==> config.mk <==
export PLATFORM = sky130hd
export DESIGN_NAME = spi_rx_slave_flat
export DESIGN_NICKNAME = d
export VERILOG_FILES = /design/src/rtl/spi_pkg.sv /design/src/rtl/spi_rx_slave_if.sv /design/src/rtl/spi_in_sync.sv /design/src/rtl/spi_rx_slave.sv /design/src/flat_wrapper.sv
export SDC_FILE = /design/constraint.sdc
export NUM_CORES = 1
export LEC_CHECK = 0
export CORE_AREA = 2 2 62 64
export CTS_BUF_LIST = sky130_fd_sc_hd__clkbuf_2
export DETAILED_ROUTE_END_ITERATION = 7
export DIE_AREA = 0 0 64 66
export DONT_BUFFER_PORTS = 1
export PLACE_DENSITY = 0.68
export REMOVE_ABC_BUFFERS = 1
export SYNTH_ARGS = -nofsm -noshare
export SYNTH_HDL_FRONTEND = slang
export SYNTH_SLANG_ARGS = --single-unit
==> constraint.sdc <==
create_clock -name clk -period 1.8 [get_ports clk]
set_input_delay 0.18 -clock clk [delete_from_list [all_inputs] [get_ports clk]]
set_output_delay 0.18 -clock clk [all_outputs]
set_load 0.02 [all_outputs]
==> src/rtl/spi_pkg.sv <==
// Shared SPI definitions: default word width, FSM encoding and chip-select polarity.
package spi_pkg;

   localparam int unsigned SPI_WIDTH = 16;

   // FSM encoding kept as plain constants so the master and slave FSMs share one style
   typedef logic [0:0] spi_state_t;
   localparam spi_state_t SPI_IDLE = 1'b0;
   localparam spi_state_t SPI_RECV = 1'b1;

   localparam logic CS_ACTIVE = 1'b0;

endpackage

==> src/rtl/spi_rx_slave_if.sv <==
// SPI receive bus plus the parallel valid/ready word interface of the slave receiver.
interface spi_rx_slave_if
   import spi_pkg::*;
#(
   parameter int unsigned WIDTH = SPI_WIDTH
);

   localparam int unsigned CNT_W = $clog2(WIDTH + 1);

   logic             spi_cs_n;
   logic             spi_sclk;
   logic             spi_data;
   logic [WIDTH-1:0] rx_data;
   logic             rx_valid;
   logic             rx_ready;
   logic             frame_err;
   logic             overrun;
   logic [CNT_W-1:0] bit_count;

   modport slave (
      input  spi_cs_n, spi_sclk, spi_data, rx_ready,
      output rx_data, rx_valid, frame_err, overrun, bit_count
   );

   modport master (
      output spi_cs_n, spi_sclk, spi_data, rx_ready,
      input  rx_data, rx_valid, frame_err, overrun, bit_count
   );

endinterface

==> src/rtl/spi_in_sync.sv <==
// SPI input conditioning: synchroniser chains, SCLK rise detect and one-clk-delayed data.
module spi_in_sync
   import spi_pkg::*;
#(
   parameter int unsigned SYNC_STAGES = 2
) (
   input  logic clk,
   input  logic reset,
   input  logic spi_cs_n,
   input  logic spi_sclk,
   input  logic spi_data,
   output logic cs_s,
   output logic sclk_rise,
   output logic data_d
);

   // Bit order {cs_n, sclk, data}; idle levels loaded on reset
   localparam logic [2:0] IDLE_LEVEL = {~CS_ACTIVE, 1'b0, 1'b0};

   logic [2:0] in_raw;
   logic [2:0] in_s;
   logic       sclk_d;
   logic       data_dq;

   assign in_raw = {spi_cs_n, spi_sclk, spi_data};

   if (SYNC_STAGES == 0) begin : g_bypass
      assign in_s = in_raw;
   end else begin : g_sync
      logic [2:0] stage_q [SYNC_STAGES];

      // Identical flop chains for all three inputs keep them mutually aligned
      always_ff @(posedge clk or posedge reset) begin
         if (reset) begin
            for (int i = 0; i < int'(SYNC_STAGES); i++) stage_q[i] <= IDLE_LEVEL;
         end else begin
            stage_q[0] <= in_raw;
            for (int i = 1; i < int'(SYNC_STAGES); i++) stage_q[i] <= stage_q[i-1];
         end
      end

      assign in_s = stage_q[SYNC_STAGES-1];
   end

   // Delay flops: sclk for edge detect, data so the bit before the SCLK rise is captured
   always_ff @(posedge clk or posedge reset) begin
      if (reset) begin
         sclk_d  <= 1'b0;
         data_dq <= 1'b0;
      end else begin
         sclk_d  <= in_s[1];
         data_dq <= in_s[0];
      end
   end

   assign cs_s      = in_s[2];
   assign sclk_rise = in_s[1] & ~sclk_d;
   assign data_d    = data_dq;

endmodule

==> src/rtl/spi_rx_slave.sv <==
// SPI slave receiver: deserialises MSB-first words into a one-word valid/ready holding register.
module spi_rx_slave
   import spi_pkg::*;
#(
   parameter int unsigned WIDTH       = SPI_WIDTH,
   parameter int unsigned SYNC_STAGES = 2
) (
   input logic           clk,
   input logic           reset,
   spi_rx_slave_if.slave bus
);

   localparam int unsigned      CNT_W    = $clog2(WIDTH + 1);
   localparam logic [CNT_W-1:0] LAST_BIT = CNT_W'(WIDTH - 1);

   logic cs_s;
   logic sclk_rise;
   logic data_d;

   spi_in_sync #(
      .SYNC_STAGES (SYNC_STAGES)
   ) u_in_sync (
      .clk       (clk),
      .reset     (reset),
      .spi_cs_n  (bus.spi_cs_n),
      .spi_sclk  (bus.spi_sclk),
      .spi_data  (bus.spi_data),
      .cs_s      (cs_s),
      .sclk_rise (sclk_rise),
      .data_d    (data_d)
   );

   spi_state_t       state_q, state_d;
   logic             armed_q, armed_d;
   logic [CNT_W-1:0] bit_count_q, bit_count_d;
   logic [WIDTH-1:0] shift_q, shift_d;
   logic [WIDTH-1:0] rx_data_q, rx_data_d;
   logic             rx_valid_q, rx_valid_d;
   logic             frame_err_q, frame_err_d;
   logic             overrun_q, overrun_d;
   logic             cs_idle;
   logic             word_done;
   logic [WIDTH-1:0] word;

   assign cs_idle = (cs_s != CS_ACTIVE);
   assign word    = {shift_q[WIDTH-2:0], data_d};

   // FSM and shifter: CS deassertion takes priority over a coincident SCLK rise
   always_comb begin
      state_d     = state_q;
      bit_count_d = bit_count_q;
      shift_d     = shift_q;
      frame_err_d = 1'b0;
      word_done   = 1'b0;
      // A frame already running when reset releases is ignored until CS has been seen high
      armed_d     = armed_q | cs_idle;
      case (state_q)
         SPI_IDLE: begin
            bit_count_d = '0;
            if (!cs_idle && armed_q) state_d = SPI_RECV;
         end
         SPI_RECV: begin
            if (cs_idle) begin
               state_d     = SPI_IDLE;
               bit_count_d = '0;
               shift_d     = '0;
               frame_err_d = (bit_count_q != '0);
            end else if (sclk_rise) begin
               shift_d = word;
               if (bit_count_q == LAST_BIT) begin
                  word_done   = 1'b1;
                  bit_count_d = '0;
               end else begin
                  bit_count_d = bit_count_q + 1'b1;
               end
            end
         end
         default: state_d = SPI_IDLE;
      endcase
   end

   // Holding register: a completed word loads if the slot is free or being drained this cycle
   always_comb begin
      rx_data_d  = rx_data_q;
      rx_valid_d = rx_valid_q;
      overrun_d  = 1'b0;
      if (rx_valid_q && bus.rx_ready) rx_valid_d = 1'b0;
      if (word_done) begin
         if (!rx_valid_q || bus.rx_ready) begin
            rx_data_d  = word;
            rx_valid_d = 1'b1;
         end else begin
            overrun_d = 1'b1;
         end
      end
   end

   // State registers
   always_ff @(posedge clk or posedge reset) begin
      if (reset) begin
         state_q     <= SPI_IDLE;
         armed_q     <= 1'b0;
         bit_count_q <= '0;
         shift_q     <= '0;
         rx_data_q   <= '0;
         rx_valid_q  <= 1'b0;
         frame_err_q <= 1'b0;
         overrun_q   <= 1'b0;
      end else begin
         state_q     <= state_d;
         armed_q     <= armed_d;
         bit_count_q <= bit_count_d;
         shift_q     <= shift_d;
         rx_data_q   <= rx_data_d;
         rx_valid_q  <= rx_valid_d;
         frame_err_q <= frame_err_d;
         overrun_q   <= overrun_d;
      end
   end

   assign bus.rx_data   = rx_data_q;
   assign bus.rx_valid  = rx_valid_q;
   assign bus.frame_err = frame_err_q;
   assign bus.overrun   = overrun_q;
   assign bus.bit_count = bit_count_q;

endmodule

==> src/flat_wrapper.sv <==
// flat-port wrapper written by rule: the top's interface ports become plain ports
module spi_rx_slave_flat import spi_pkg::*;
#(
   parameter int unsigned WIDTH       = SPI_WIDTH,
   parameter int unsigned SYNC_STAGES = 2
)
  (clk, reset, bus_spi_cs_n, bus_spi_sclk, bus_spi_data, bus_rx_ready, bus_rx_data, bus_rx_valid, bus_frame_err, bus_overrun, bus_bit_count);
  spi_rx_slave_if #(.WIDTH(WIDTH)) bus_i ();
  input logic clk;
  input logic reset;
  input wire logic [$bits(bus_i.spi_cs_n)-1:0] bus_spi_cs_n;
  input wire logic [$bits(bus_i.spi_sclk)-1:0] bus_spi_sclk;
  input wire logic [$bits(bus_i.spi_data)-1:0] bus_spi_data;
  input wire logic [$bits(bus_i.rx_ready)-1:0] bus_rx_ready;
  output wire logic [$bits(bus_i.rx_data)-1:0] bus_rx_data;
  output wire logic [$bits(bus_i.rx_valid)-1:0] bus_rx_valid;
  output wire logic [$bits(bus_i.frame_err)-1:0] bus_frame_err;
  output wire logic [$bits(bus_i.overrun)-1:0] bus_overrun;
  output wire logic [$bits(bus_i.bit_count)-1:0] bus_bit_count;
  assign bus_i.spi_cs_n = bus_spi_cs_n;
  assign bus_i.spi_sclk = bus_spi_sclk;
  assign bus_i.spi_data = bus_spi_data;
  assign bus_i.rx_ready = bus_rx_ready;
  assign bus_rx_data = bus_i.rx_data;
  assign bus_rx_valid = bus_i.rx_valid;
  assign bus_frame_err = bus_i.frame_err;
  assign bus_overrun = bus_i.overrun;
  assign bus_bit_count = bus_i.bit_count;
  spi_rx_slave #(.WIDTH(WIDTH), .SYNC_STAGES(SYNC_STAGES)) u_core (.clk(clk), .reset(reset), .bus(bus_i));
endmodule
; ---- Yosys cells after proc, flatten, opt, wreduce, memory -nomap -nowiden
; Index checks and enable logic that the tools add are counted.
[totals]
reg_bits = 49
out_inout_bits = 24
input_bits = 6
[classes]
add_sub_neg = 1
reduce_logical = 9
n_eq_ne = 2
n_mux = 20
n_bitwise = 4
[ops]
columns = op, n
row1 = 2-to-1 mux 15 bit, 2
row2 = 2-to-1 mux 5 bit, 3
row3 = 2-to-1 mux 1 bit, 13
row4 = one-hot mux 5 bit (2 select lines), 1
row5 = "adder 5 x 1 -> 5 bit, second input constant", 1
row6 = "equality test 5 x 4 -> 1 bit, second input constant", 1
row7 = nonzero test 5 bit, 1
row8 = AND reduction 2 bit, 2
row9 = "inequality test 3 x 2 -> 1 bit, second input constant", 1
row10 = logical AND 1 bit, 2
row11 = logical NOT 1 bit, 2
row12 = NOT 1 bit, 2
row13 = one-hot mux 1 bit (2 select lines), 1
row14 = nonzero test 2 bit, 1
row15 = AND 1 bit, 1
row16 = logical OR 1 bit, 1
row17 = bitwise OR 1 bit, 1

; ---- Depth between registers and ports, before layout
[depth]
ltp_word = 6
mapped_depth = 6
mapped_depth_nobuf = 4

; ---- Hierarchy
; From an unflattened synthesis, not the netlist that was laid out.
[unflattened]
hier_cells = 132
area_unflattened_um2 = 1866.8
[modules_own_cells]
columns = module, cells_per_inst, instances, seq_area_each_um2, area_each_um2
row1 = spi_rx_slave, 122, 1, 1026.0, 1646.6
row2 = spi_in_sync, 10, 1, 202.7, 220.2

; ---- Least setup slack after synthesis
; Ideal clock, no wire load.
[synth_path]
path_type = register to register
start = register u_core.bit_count_q[1] (netlist: u_core.bus.bit_count[1])
end = register u_core.rx_data_q[0] (netlist: u_core.bus.rx_data[0])
path_buffers = 2
stages_incl_launch_ff = 7
path_slack_ps = 36
t_required_ps = 1675
arrival_ps = 1639
path_cell_list = dfrtp_1 ha_1 and4b_1 and3_4 buf_6 buf_12 mux2_4
[synth_via]
elab_chain_cells = 6
[synth_rtl]
columns = element, line_no
row1 = from (decl), spi_rx_slave.sv:35  ; logic [CNT_W-1:0] bit_count_q, bit_count_d;
row2 = from (signal assigned), spi_rx_slave.sv:112  ; bit_count_q <= bit_count_d;
row3 = equality test 5 x 4 -> 1 bit, spi_rx_slave.sv:70  ; if (bit_count_q == LAST_BIT) begin
row4 = 2-to-1 mux 1 bit, spi_rx_slave.sv:70
row5 = 2-to-1 mux 1 bit, spi_rx_slave.sv:68  ; end else if (sclk_rise) begin
row6 = 2-to-1 mux 1 bit, spi_rx_slave.sv:63  ; if (cs_idle) begin
row7 = 2-to-1 mux 1 bit, spi_rx_slave.sv:57  ; case (state_q)
row8 = AND reduction 2 bit (no line), --
row9 = to (signal assigned), spi_rx_slave.sv:114  ; rx_data_q <= rx_data_d;
row10 = to (decl), spi_rx_slave.sv:37  ; logic [WIDTH-1:0] rx_data_q, rx_data_d;
; No other way between the ends.
; A chain may end at the register's enable or synchronous reset.

; ---- Final worst setup path
[layout_path]
start = register u_core.u_in_sync.g_sync.stage_q, in the netlist u_core.u_in_sync.in_s[1]
end = register u_core.shift_q[2]
[layout_via]
elab_chain_cells = 3
[layout_rtl]
columns = element, line_no
row1 = from (decl), spi_in_sync.sv:30  ; logic [2:0] stage_q [SYNC_STAGES];
row2 = AND 1 bit, spi_in_sync.sv:57  ; assign sclk_rise = in_s[1] & ~sclk_d;
row3 = nonzero test 2 bit (no line), --
row4 = AND reduction 2 bit (no line), --
row5 = to (signal assigned), spi_rx_slave.sv:113  ; shift_q <= shift_d;
row6 = to (decl), spi_rx_slave.sv:36  ; logic [WIDTH-1:0] shift_q, shift_d;
; No other way between the ends.

==> flow_summary.json <==
{
  "wl_met1_um": 1341,
  "crit_fanout": 15,
  "vias_per_cell": 5.524,
  "synth_top_family_by_area": "multiplexers",
  "yosys_register_bits": 49,
  "layout_min_cycle_time_ns": 1.643,
  "port_buffers": 0,
  "worst-path-buf-inv": 0,
  "path_cells": "nor2b_1 -> o21ai_1 -> a22o_1",
  "cts_made_buffers": 5,
  "cts_root_buffer": "clkbuf_2",
  "timing.setup.tns_ns": 0,
  "clock-sinks": 49,
  "p_sw_mw": 0.4116,
  "synthArstFlopShare": 1.000,
  "ys_seq_area_frac": 0.6577,
  "die_w_um": 64,
  "crit_required_ns": 2.18,
  "synth_edf_count": 0,
  "muxShareOfSynthArea": 0.1219,
  "cp_top_family": "compound AO/OA/AOI/OAI gates",
  "synthSimpleGateAreaFrac": 0.08171,
  "intPower_mw": 1.239,
  "clkTransAtPathRegs_ns": 0.26,
  "cap_viol_max_count": 0,
  "power_density_mw_per_mm2": 810.2,
  "antenna_found_initial": 0,
  "place.gp.congestion": 0.7380,
  "synth_compound_area_frac": 0.08506,
  "start_util": 0.5261,
  "critPathSlowestCell": "o21ai_1",
  "seqPwrFrac": 0.683,
  "syn_avg_cell_area_um2": 15.19,
  "num_vias": 1033,
  "drt_iter0_drc": 49,
  "dr.pass1.iters": 4,
  "htreeDepth": 2,
  "post_cts_buffers": 0,
  "drive_gt1_frac": 0.2734,
  "maxUsedRoutingLayer": "met4",
  "comb_power_share": 0.038,
  "ys_warn_count": 0,
  "die_y_um": 66,
  "wl_met2_um": 1411,
  "grt_max_degree": 31,
  "fin_crit_sh": 0.9130,
  "wl_met3_um": 166,
  "crit_arrival_ns": 2.03,
  "drc_errors": 0,
  "synthMostInstantiatedCell": "dfrtp_1",
  "dieArea_mm2": 0.004224,
  "max_freq_mhz": 608.5,
  "skew_ns": 0.02191,
  "post-route-util": 0.5736,
  "switching_share": 0.2494,
  "slew_headroom": 0.3643,
  "synth.area.top_cells": "dfrtp_1, mux2_4, a22o_1",
  "grt_use_total": 0.1601,
  "grt_pass1_vias": 1025,
  "crit_path_start_kind": "register",
  "crit_type": "register to register",
  "floorplan.rows": 22,
  "synthFlopType": "dfrtp_1",
  "nNetsFinal": 146,
  "syn-cell-area_mm2": 0.001868,
  "ios": 30,
  "end_kind": "register",
  "grt_pass1_wl_um": 5030,
  "yosys.area.top_type_share": 0.6296,
  "fillers": 284,
  "syn_to_final_growth_pct": 9.042,
  "yosys.area.top_type": "dfrtp_1",
  "routed_wirelength_um": 2965,
  "cts_tree": "built",
  "core_area_mm2": 0.003551,
  "antenna-diode-count": 0,
  "worst_pin_slew_ns": 0.9472,
  "ir_drop_v": 0.0004808,
  "synthTopCellsByCount": "dfrtp_1, a22o_1, mux2_4, nor2_1, mux2_2",
  "clkPwrFrac": 0.279,
  "grt-ovfl-total": 0,
  "wire_per_inst_um": 15.86,
  "drv_slew": 0,
  "crit_path_max_incr_delay_ns": 0.73,
  "syn_inst": 123,
  "synth-adder-area-share": 0.01340,
  "clk-insertion-delay-late_ns": 0.43,
  "outcome": "complete, no violations",
  "cts_buffer_depth": 2,
  "rsz0062_at_grt": "false",
  "cellLeakagePower_nw": 0.9825,
  "synthDistinctLibCells": 30,
  "ant_nets": 0,
  "hp-class": "input port to async pin",
  "synthXorXnorAreaFrac": 0.004689,
  "setup_viol": 0,
  "hold_viol_final": 0
}
-- sequential cells by signal (all words and copies together), names as in the netlist --
name                             flops
u_core.u_in_sync.data_d              1
u_core.armed_q                       1
u_core.bus.overrun                   1
u_core.bus.rx_valid                  1
u_core.u_in_sync.g_sync.stage_q      3
u_core.u_in_sync.in_s                3
u_core.shift_q                      15
u_core.bus.bit_count                 5
u_core.u_in_sync.sclk_d              1
u_core.state_q                       1
u_core.bus.frame_err                 1
u_core.bus.rx_data                  16
-- worst paths after layout --
kind	startpoint	end	slack (ns)	cells after the start
hold reg to reg	u_core.u_in_sync.g_sync.stage_q[5]$_DFF_PP1_	u_core.u_in_sync.in_s[2]$_DFF_PP1_	0.37	0
hold / removal	reset	u_core.shift_q[1]$_DFFE_PP0P_	0.22	2
max in group asynchronous	reset	u_core.bus.bit_count[3]$_DFFE_PP0P_	0.96	3
setup / recovery	u_core.u_in_sync.in_s[1]$_DFF_PP0_	u_core.shift_q[2]$_DFFE_PP0P_	0.16	3
setup reg to reg	u_core.u_in_sync.in_s[1]$_DFF_PP0_	u_core.shift_q[2]$_DFFE_PP0P_	0.16	3
min in group clk	bus_spi_cs_n	u_core.u_in_sync.g_sync.stage_q[5]$_DFF_PP1_	0.27	1
-- worst register-to-register path, stage by stage (launching register included) --
cell	delay, ns
dfrtp_1	0.46
nor2b_1	0.15
o21ai_1	0.73
a22o_1	0.28
-- metrics by stage --
stage          area [µm²]  instances  power, mW  setup WS (ns)  hold WS (ns)
2_1_floorplan        1813        117      1.180        0.01145        0.1845
3_3_place_gp         1941        174      1.198         0.1876        0.1609
3_5_place_dp         1941        174      1.202         0.1568        0.1735
4_1_cts              2037        187      1.667         0.1116        0.2319
5_1_grt              2037        187      1.729        0.03628        0.2091
6_report             2037        187      1.650         0.1566        0.2183
-- placed cells by master (no fill, tap or decap), types with 2 or more instances in the layout --
cell type,count
dlygate4sd3_1,5
dfstp_2,2
mux2_2,6
mux2_4,10
nor2_1,7
ha_1,2
inv_1,2
buf_4,9
clkbuf_2,5
nand3_1,2
a22o_1,15
dfrtp_1,47
nand2_1,5
nand2b_1,3
-- kinds of logic after synthesis --
group	count (synthesis)
xor+xnor	1
flops	49
compound gates	19
mux	17
fa+ha+maj	2
simple gates	26
buf+inv	9
-- metal layers --
layer / vias to the layer above / track usage
li1: 467 / -
met1: 533 / 0.2099
met2: 28 / 0.2396
met3: 5 / 0.06644
met4: 0 / 0.05707
met5: - / 0
-- what timing repair did --
| item | 4_1_cts | 5_1_grt |
|---|---|---|
| resized for setup | 0 | 0 |
| hold endpoints to repair | 31 | 0 |
| hold buffers | 5 | 0 |
-- power groups by stage --
stage | Combinational [mW] | Clock [mW] | Sequential (mW)
after CTS | 0.0648 | 0.474 | 1.13
after detailed placement | 0.0560 | 0 | 1.15
after global routing | 0.0712 | 0.527 | 1.13
after global placement | 0.0532 | 0 | 1.15
final | 0.0622 | 0.460 | 1.13
after floorplan | 0.0351 | 0 | 1.15
-- cell type report --
class                   count  area (µm²)  area share
flip-flops and latches     49        1229      0.6032
repair buffers             14       117.6     0.05774
clock inverters             3       21.27     0.01044
well taps                  48       60.06     0.02948
clock buffers               5       25.02     0.01229
multi-input cells          65       573.1      0.2813
inverters                   3       11.26    0.005528
(Power assumes the default switching activity.)
